--- src/rtl/traffic_phase_ctrl.sv ---
// Actuated two-way intersection controller: NS/EW greens with min/max timing,
// yellow, all-red clearance, pedestrian walk phase and emergency preemption.
module traffic_phase_ctrl #(
    parameter int TMR_W     = 8,
    parameter int GREEN_MIN = 10,
    parameter int GREEN_MAX = 30,
    parameter int YELLOW_T  = 3,
    parameter int ALLRED_T  = 2,
    parameter int WALK_T    = 8
) (
    input  logic       clk,
    input  logic       rst_n,
    input  logic       tick,
    input  logic       ns_req,
    input  logic       ew_req,
    input  logic       ped_req,
    input  logic       preempt,
    output logic [1:0] ns,
    output logic [1:0] ew,
    output logic       walk,
    output logic [2:0] phase
);

    typedef enum logic [2:0] {
        ST_ALLRED    = 3'd0,
        ST_NS_GREEN  = 3'd1,
        ST_NS_YELLOW = 3'd2,
        ST_EW_GREEN  = 3'd3,
        ST_EW_YELLOW = 3'd4,
        ST_WALK      = 3'd5
    } state_e;

    localparam logic [1:0] LT_RED    = 2'b00;
    localparam logic [1:0] LT_GREEN  = 2'b01;
    localparam logic [1:0] LT_YELLOW = 2'b10;

    // Last count value of each timed state: expiry is a tick seen at this value.
    localparam logic [TMR_W-1:0] ALLRED_LAST = TMR_W'(ALLRED_T - 1);
    localparam logic [TMR_W-1:0] YELLOW_LAST = TMR_W'(YELLOW_T - 1);
    localparam logic [TMR_W-1:0] WALK_LAST   = TMR_W'(WALK_T - 1);
    localparam logic [TMR_W-1:0] GMIN_LAST   = TMR_W'(GREEN_MIN - 1);
    localparam logic [TMR_W-1:0] GMAX_LAST   = TMR_W'(GREEN_MAX - 1);
    localparam logic [TMR_W-1:0] TMR_ONE     = TMR_W'(1);

    state_e             state_q, state_d;
    logic [TMR_W-1:0]   timer_q, timer_d;
    logic               next_dir_q, next_dir_d;
    logic               ped_pending_q, ped_pending_d;

    logic               own_req;
    logic               opp_req;
    logic               green_exit;

    always_ff @(posedge clk or negedge rst_n) begin
        if (!rst_n) begin
            state_q       <= ST_ALLRED;
            timer_q       <= '0;
            next_dir_q    <= 1'b0;
            ped_pending_q <= 1'b0;
        end else begin
            state_q       <= state_d;
            timer_q       <= timer_d;
            next_dir_q    <= next_dir_d;
            ped_pending_q <= ped_pending_d;
        end
    end

    // Demand seen by whichever direction currently holds green.
    always_comb begin
        own_req = (state_q == ST_EW_GREEN) ? ew_req : ns_req;
        opp_req = (state_q == ST_EW_GREEN) ? ns_req : ew_req;
        green_exit = (timer_q >= GMIN_LAST) && (opp_req || ped_pending_q) &&
                     (!own_req || (timer_q >= GMAX_LAST));
    end

    always_comb begin
        state_d       = state_q;
        timer_d       = timer_q;
        next_dir_d    = next_dir_q;
        ped_pending_d = ped_pending_q | (ped_req & (state_q != ST_WALK));

        case (state_q)
            ST_ALLRED: begin
                if (preempt) begin
                    timer_d = '0;
                end else if (tick) begin
                    if (timer_q == ALLRED_LAST) begin
                        if (ped_pending_q)   state_d = ST_WALK;
                        else if (next_dir_q) state_d = ST_EW_GREEN;
                        else                 state_d = ST_NS_GREEN;
                    end else begin
                        timer_d = timer_q + TMR_ONE;
                    end
                end
            end

            ST_NS_GREEN, ST_EW_GREEN: begin
                if (preempt || (tick && green_exit)) begin
                    state_d = (state_q == ST_NS_GREEN) ? ST_NS_YELLOW : ST_EW_YELLOW;
                end else if (tick && (timer_q != GMAX_LAST)) begin
                    // Saturate so a resting green still honours max-green on new demand.
                    timer_d = timer_q + TMR_ONE;
                end
            end

            ST_NS_YELLOW, ST_EW_YELLOW: begin
                if (tick) begin
                    if (timer_q == YELLOW_LAST) begin
                        state_d    = ST_ALLRED;
                        next_dir_d = (state_q == ST_NS_YELLOW);
                    end else begin
                        timer_d = timer_q + TMR_ONE;
                    end
                end
            end

            ST_WALK: begin
                if (preempt) begin
                    state_d = ST_ALLRED;
                end else if (tick) begin
                    if (timer_q == WALK_LAST) state_d = ST_ALLRED;
                    else                      timer_d = timer_q + TMR_ONE;
                end
            end

            default: state_d = ST_ALLRED;
        endcase

        // Every state entry restarts the timer; entering WALK consumes the request.
        if (state_d != state_q) begin
            timer_d = '0;
            if (state_d == ST_WALK) ped_pending_d = 1'b0;
        end
    end

    always_comb begin
        ns    = LT_RED;
        ew    = LT_RED;
        walk  = 1'b0;
        phase = state_q;
        case (state_q)
            ST_NS_GREEN:  ns   = LT_GREEN;
            ST_NS_YELLOW: ns   = LT_YELLOW;
            ST_EW_GREEN:  ew   = LT_GREEN;
            ST_EW_YELLOW: ew   = LT_YELLOW;
            ST_WALK:      walk = 1'b1;
            default: ;
        endcase
    end

endmodule

--- config.mk ---
export PLATFORM = sky130hd
export DESIGN_NAME = traffic_phase_ctrl
export DESIGN_NICKNAME = d
export VERILOG_FILES = /design/src/rtl/traffic_phase_ctrl.sv
export SDC_FILE = /design/constraint.sdc
export NUM_CORES = 1
export LEC_CHECK = 0
export BUFFER_PORTS_ARGS = -buffer_cell sky130_fd_sc_hd__buf_2
export CAP_MARGIN = 0
export CORE_MARGIN = 1.5
export CORE_UTILIZATION = 60
export DETAILED_ROUTE_END_ITERATION = 8
export PLACE_DENSITY_LB_ADDON = 0.2
export SETUP_SLACK_MARGIN = 0.05
export SYNTH_ARGS = -nofsm -noshare
export SYNTH_HDL_FRONTEND = slang
export SYNTH_SLANG_ARGS = --single-unit
--- constraint.sdc ---
create_clock -name clk -period 3.6 [get_ports clk]
set_input_delay 0.18 -clock clk [delete_from_list [all_inputs] [get_ports clk]]
set_output_delay 0.18 -clock clk [all_outputs]
set_load 0.1 [all_outputs]
# Yosys cells after proc, flatten, opt, wreduce, memory -nomap -nowiden
# Cells that the tools add are included.
[word_totals]
ff_bits = 13
inputBits = 7
out_inout_bits = 8
[classes]
n_addsub = 1
n_lt_le_gt_ge = 2
eq_ne = 21
mux = 32
bitwise = 2
reduce_logical = 14
[ops]
columns = ["operator", "count"]
rows = [
  ["2-to-1 mux 8 bit", 11],
  ["2-to-1 mux 3 bit", 11],
  ["case mux 8 bit (4 select lines)", 1],
  ["inequality test 3 bit, second input constant", 8],
  ["case mux 3 bit (4 select lines)", 1],
  ["AND reduction 10 bit", 1],
  ["equality test 3 bit, second input constant", 3],
  ["adder 8 x 1 -> 8 bit, second input constant", 1],
  ["equality test 8 x 1 -> 1 bit, second input constant", 1],
  ["equality test 8 x 2 -> 1 bit, second input constant", 1],
  ["equality test 8 x 3 -> 1 bit, second input constant", 1],
  ["greater-or-equal comparator 8 x 4 -> 1 bit, second input constant", 1],
  ["greater-or-equal comparator 8 x 5 -> 1 bit, second input constant", 1],
  ["inequality test 4 bit, second input constant", 2],
  ["inequality test 8 x 5 -> 1 bit, second input constant", 1],
  ["case mux 2 bit (2 select lines)", 2],
  ["equality test 3 x 2 -> 1 bit, second input constant", 2],
  ["2-to-1 mux 1 bit", 5],
  ["nonzero test 5 bit", 1],
  ["logical AND 1 bit", 4],
  ["OR reduction 2 bit", 2],
  ["equality test 3 x 1 -> 1 bit, second input constant", 1],
  ["zero test 3 bit", 1],
  ["logical OR 1 bit", 3],
  ["other kinds (6)", 6],
]

# Logic depth before layout (Yosys ltp)
[logic_depth]
word_depth = 12
ltp_mapped = 9

# Worst setup path before layout
# OpenSTA, ideal clock, no wires.
[synth_path]
path_type = "flip-flop to flip-flop"
start = "reg state_q[1] (netlist: phase[1])"
end = "reg timer_q[3]"
setup_time_ps = 99
arrival_ps = 4510
slack_ps = -1009
stages_incl_launch_ff = 9
path_buffers = 2
period_less_slack_ps = 4609
cell_sequence = "dfrtp_1 buf_2 nor3b_1 o2111ai_1 o2111a_1 nand2_1 buf_2 nor2_1 a311oi_1"
[synth_between]
elab_chain_cells = 12
word_cells_on_any_way = 42
[synth_lines]
columns = ["item", "line_no", "text"]
rows = [
  ["start: declaration", "45", "state_e state_q, state_d;"],
  ["start signal: assignment", "61", "state_q <= state_d;"],
  ["equality test 3 x 2 -> 1 bit", "70, 71, 82", ""],
  ["2-to-1 mux 1 bit, on equally long branches", "71, 70", ""],
  ["logical OR 1 bit / zero test 1 bit (equally long branches)", "72, 73", ""],
  ["logical AND 1 bit / logical OR 1 bit (equally long branches)", "72, 73", ""],
  ["logical AND 1 bit", "72", "green_exit = (timer_q >= GMIN_LAST) && (opp_req || ped_pending_q) &&"],
  ["logical AND 1 bit", "98", "if (preempt || (tick && green_exit)) begin"],
  ["logical OR 1 bit", "98", ""],
  ["2-to-1 mux 3 bit", "98", ""],
  ["case mux 3 bit (4 select lines)", "82", "case (state_q)"],
  ["inequality test 3 bit", "130", "if (state_d != state_q) begin"],
  ["inequality test 4 bit (no source line), or another cell as far along", "n/a", ""],
  ["AND reduction 10 bit (no source line)", "n/a", ""],
  ["end signal: assignment", "62", "timer_q <= timer_d;"],
  ["end: declaration", "46", "logic [TMR_W-1:0] timer_q, timer_d;"],
]
# Parallel ways exist; a longest one is shown, timed or not.
# A chain may end at the register's enable or synchronous reset.

# Worst setup path in the final report
[layout_path]
start = "reg state_q[0] (netlist: phase[0])"
end = "reg timer_q[5]"
# The elaborated chain is that of the path after synthesis.

==> results by group <==
Cells and area
  – Final core occ: approximately 69%
  – Most common cell after layout, fill and taps aside: buf_2
  – Layout cells sized above 1: 15.4%
  – Nets: between 150 and 200
  – Most frequent cells in the layout: buf_2 (14), dfrtp_1 (13), a21oi_1 (11), nor2_1 (10), o21ai_0 (10)
  – Fin cells: 168
  – Diode count: 0
  – Area grow syn2layout: 9.82%

Placement
  – Placed Cells: 163
  – Port bufs: 14
  – HPWL Detailed: 1.98 mm
  – Placer Congestion: 0.947

Logic synthesis
  – Syn Inst Count: 131
  – Area leader, netlist: dfrtp_1
  – Post-synth top area share: 30.4%
  – Syn Nets: 142
  – Area contributors post-synth: dfrtp_1 (30%), a21oi_1 (5.1%), ha_1 (4.7%)
  – Seq/Total Area, Yosys: 30.4%
  – Syn Area/Cell: 8.17 um2
  – Yosys cell types: 42
  – Register bit total from synthesis: 13
  – Post-Syn Area: between 1000 and 1500 um2
  – Ys Warns: 0

Routing
  – DRT iter0 DRCs: around 60
  – Routed vias/inst: 6.46
  – Initial DRT Pass Iterations: 5
  – Vias: about 1100
  – Drt drc: 0
  – Remaining antenna violation count: 0
  – WL per Instance: between 15 and 20 um
  – Total Wirelength: between 2 and 3 mm

Clocking
  – Post-cts sizing count: 0
  – CTS Buf Count: 3
  – H-tree levels: 1
  – Root Buffer: clkbuf_4
  – Num Clock Sinks: 13
  – Setup repair bufs after CTS: 0
  – Max Buffers Root-to-Sink: 2
  – Clk_lat worst skew: around 0.28 ns
  – CTS clock-pin slew for the worst setup and hold paths: 0.09 ns
  – CTS tree: built

Floorplan
  – Core box area: between 1500 and 2000 um2
  – Die Wd: 45.2 um
  – Ports: 15
  – Die area: 2050 um2
  – Die Height: approximately 45 um
  – Starting Density: ~63%
  – Core Rows: 15

STA
  – Finish-stage setup viols: 0
  – Relative slew slack: between 50 and 60%
  – Final slew viol count: 0
  – Fmax: 0.401 GHz
  – Period utilisation layout: 69.2%
  – Clock period minus worst slack: roughly 2.5 ns
  – Endpoints failing hold: 0
  – Worst Tran Pin Value: just over 0.6 ns
  – Final TNS setup: 0 ns
  – RSZ-0062 raised after global routing: no
  – Final Skew: 0.00538 ns

Global route
  – Initial antenna violation count: 0
  – Vias in the first global route: 1008
  – GRT Util Overall: 29.6%
  – GRT overflow: 0
  – First-pass GRT wire length: 4.44 mm
  – Largest net degree at the start of global routing: 16

Power and ir drop
  – Leak pwr: 0.000501 uW
  – Power density cells: 666 nW/um2
  – Maximum vdd drop: 0.000334 V

Hold path
  – Worst Hold Depth: 3
  – Min-delay worst type: in2reg

Critical path
  – Worst EP required: ~3.8 ns
  – FF-to-FF path depth: 6
  – Crit Path Max Fanout: 15
  – Crit path capture type: flip-flop
  – CP arrival: about 2.7 ns
  – Setup CP Type: reg2reg
  – Setup crit start kind: flip-flop

Flow run
  – Max-Cap Viols: 0

Run status
  – Status: completed
## power breakdown
group / internal [uW] / switching (uW)
Combinational: 116 / 334
Clock: 43.0 / 55.4
Sequential: 174 / 59.6
Total: 333 / 449
## metrics by stage
step / area (um2) / total power [uW] / hold WS (ns) / setup WS (ns)
6_report: 1170 / 783 / 0.131 / 1.11
5_1_grt: 1170 / 835 / 0.148 / 0.939
4_1_cts: 1170 / 777 / 0.140 / 1.15
3_5_place_dp: 1140 / 680 / 0.0828 / 1.19
3_3_place_gp: 1140 / 672 / 0.0803 / 1.26
2_1_floorplan: 1080 / 604 / -0.116 / 0.0903
## state kept, by name, indices dropped and copies added (netlist names)
register and count:
timer_q 8, phase 3, next_dir_q 1, ped_pending_q 1
## cell usage after synthesis
cell and count:
nor4bb_1 1, o31ai_1 6, o211ai_1 1, inv_1 7
a22o_1 1, a311oi_1 3, nor3_2 1, nor2b_1 2
o2111a_1 1, or2b_1 1, o211a_4 1, o221ai_1 1
nand4b_1 1, o21a_1 2, nand4_1 4, buf_4 1
nand2b_1 1, or3_1 1, nor2_1 10, a21oi_1 11
nand3b_1 2, a21o_1 2, buf_2 4, and3_1 1
and2_1 2, ha_1 4, or4_1 6, nand3_1 6
buf_6 1, mux2i_1 2, nor4_1 1, dfrtp_1 13
nand2_1 9, clkbuf_1 1, and3b_1 1, nor3b_1 3
nor3_1 2, a22oi_1 1, o21ai_0 10, a41oi_1 1
o2111ai_1 1, or2_2 1
## critical path: stages, from the launching register on
cell     delay [ns]
dfrtp_1        0.63
and3b_1        0.34
mux2i_1        0.11
o211a_4        0.26
o21a_1         0.33
or4_1          0.56
a21oi_1        0.17
## path summary, 6_finish.rpt
| path | startpoint | to | slack [ns] |
|---|---|---|---|
| setup / recovery | phase[0] | timer_q[5] | 1.11 |
| hold / removal | ped_req | ped_pending_q | 0.13 |
| setup reg to reg | phase[0] | timer_q[5] | 1.11 |
| hold reg to reg | next_dir_q | next_dir_q | 0.52 |
| max in group asynchronous | rst_n | timer_q[3] | 3.07 |
| min in group asynchronous | rst_n | ped_pending_q | 0.30 |
## metal layers
metal  vias to the layer above  part of all wire (%)  GRT usage [%]  wire (um)
li1                        523                     -              -          -
met1                       491                    43           38.5       1160
met2                        62                    48           48.9       1310
met3                        10                   6.0           2.80        162
met4                         0                   2.7           14.1         73
met5                         -                     0              0          0
## repair_timing
item / CTS / global route
hold endpoints to repair: 13 / 0
setup endpoints to repair: 0 / 0
hold buffers: 1 / 0
## layout make-up
| cell class | count | area (um2) |
|---|---|---|
| flip-flops and latches | 13 | 325 |
| clock buffers | 4 | 26.3 |
| repair buffers | 15 | 80.1 |
| fillers | 149 | 533 |
| multi-input cells | 104 | 686 |
| inverters | 7 | 26.3 |
| well taps | 25 | 31.3 |
## cells by family (layout without fill, tap and decap cells)
| logic type | Yosys count | count (layout) | synth area share, % |
|---|---|---|---|
| AOI/OAI and AO/OA | 42 | 42 | 26.7 |
| adders and majority gates | 4 | 4 | 4.68 |
| muxes | 2 | 2 | 1.87 |
| DFF | 13 | 13 | 30.4 |
| and+or+nand+nor | 56 | 56 | 29.9 |
| buffers and inverters | 14 | 26 | 6.43 |
Note: power is estimated with default switching activity, not from simulation.
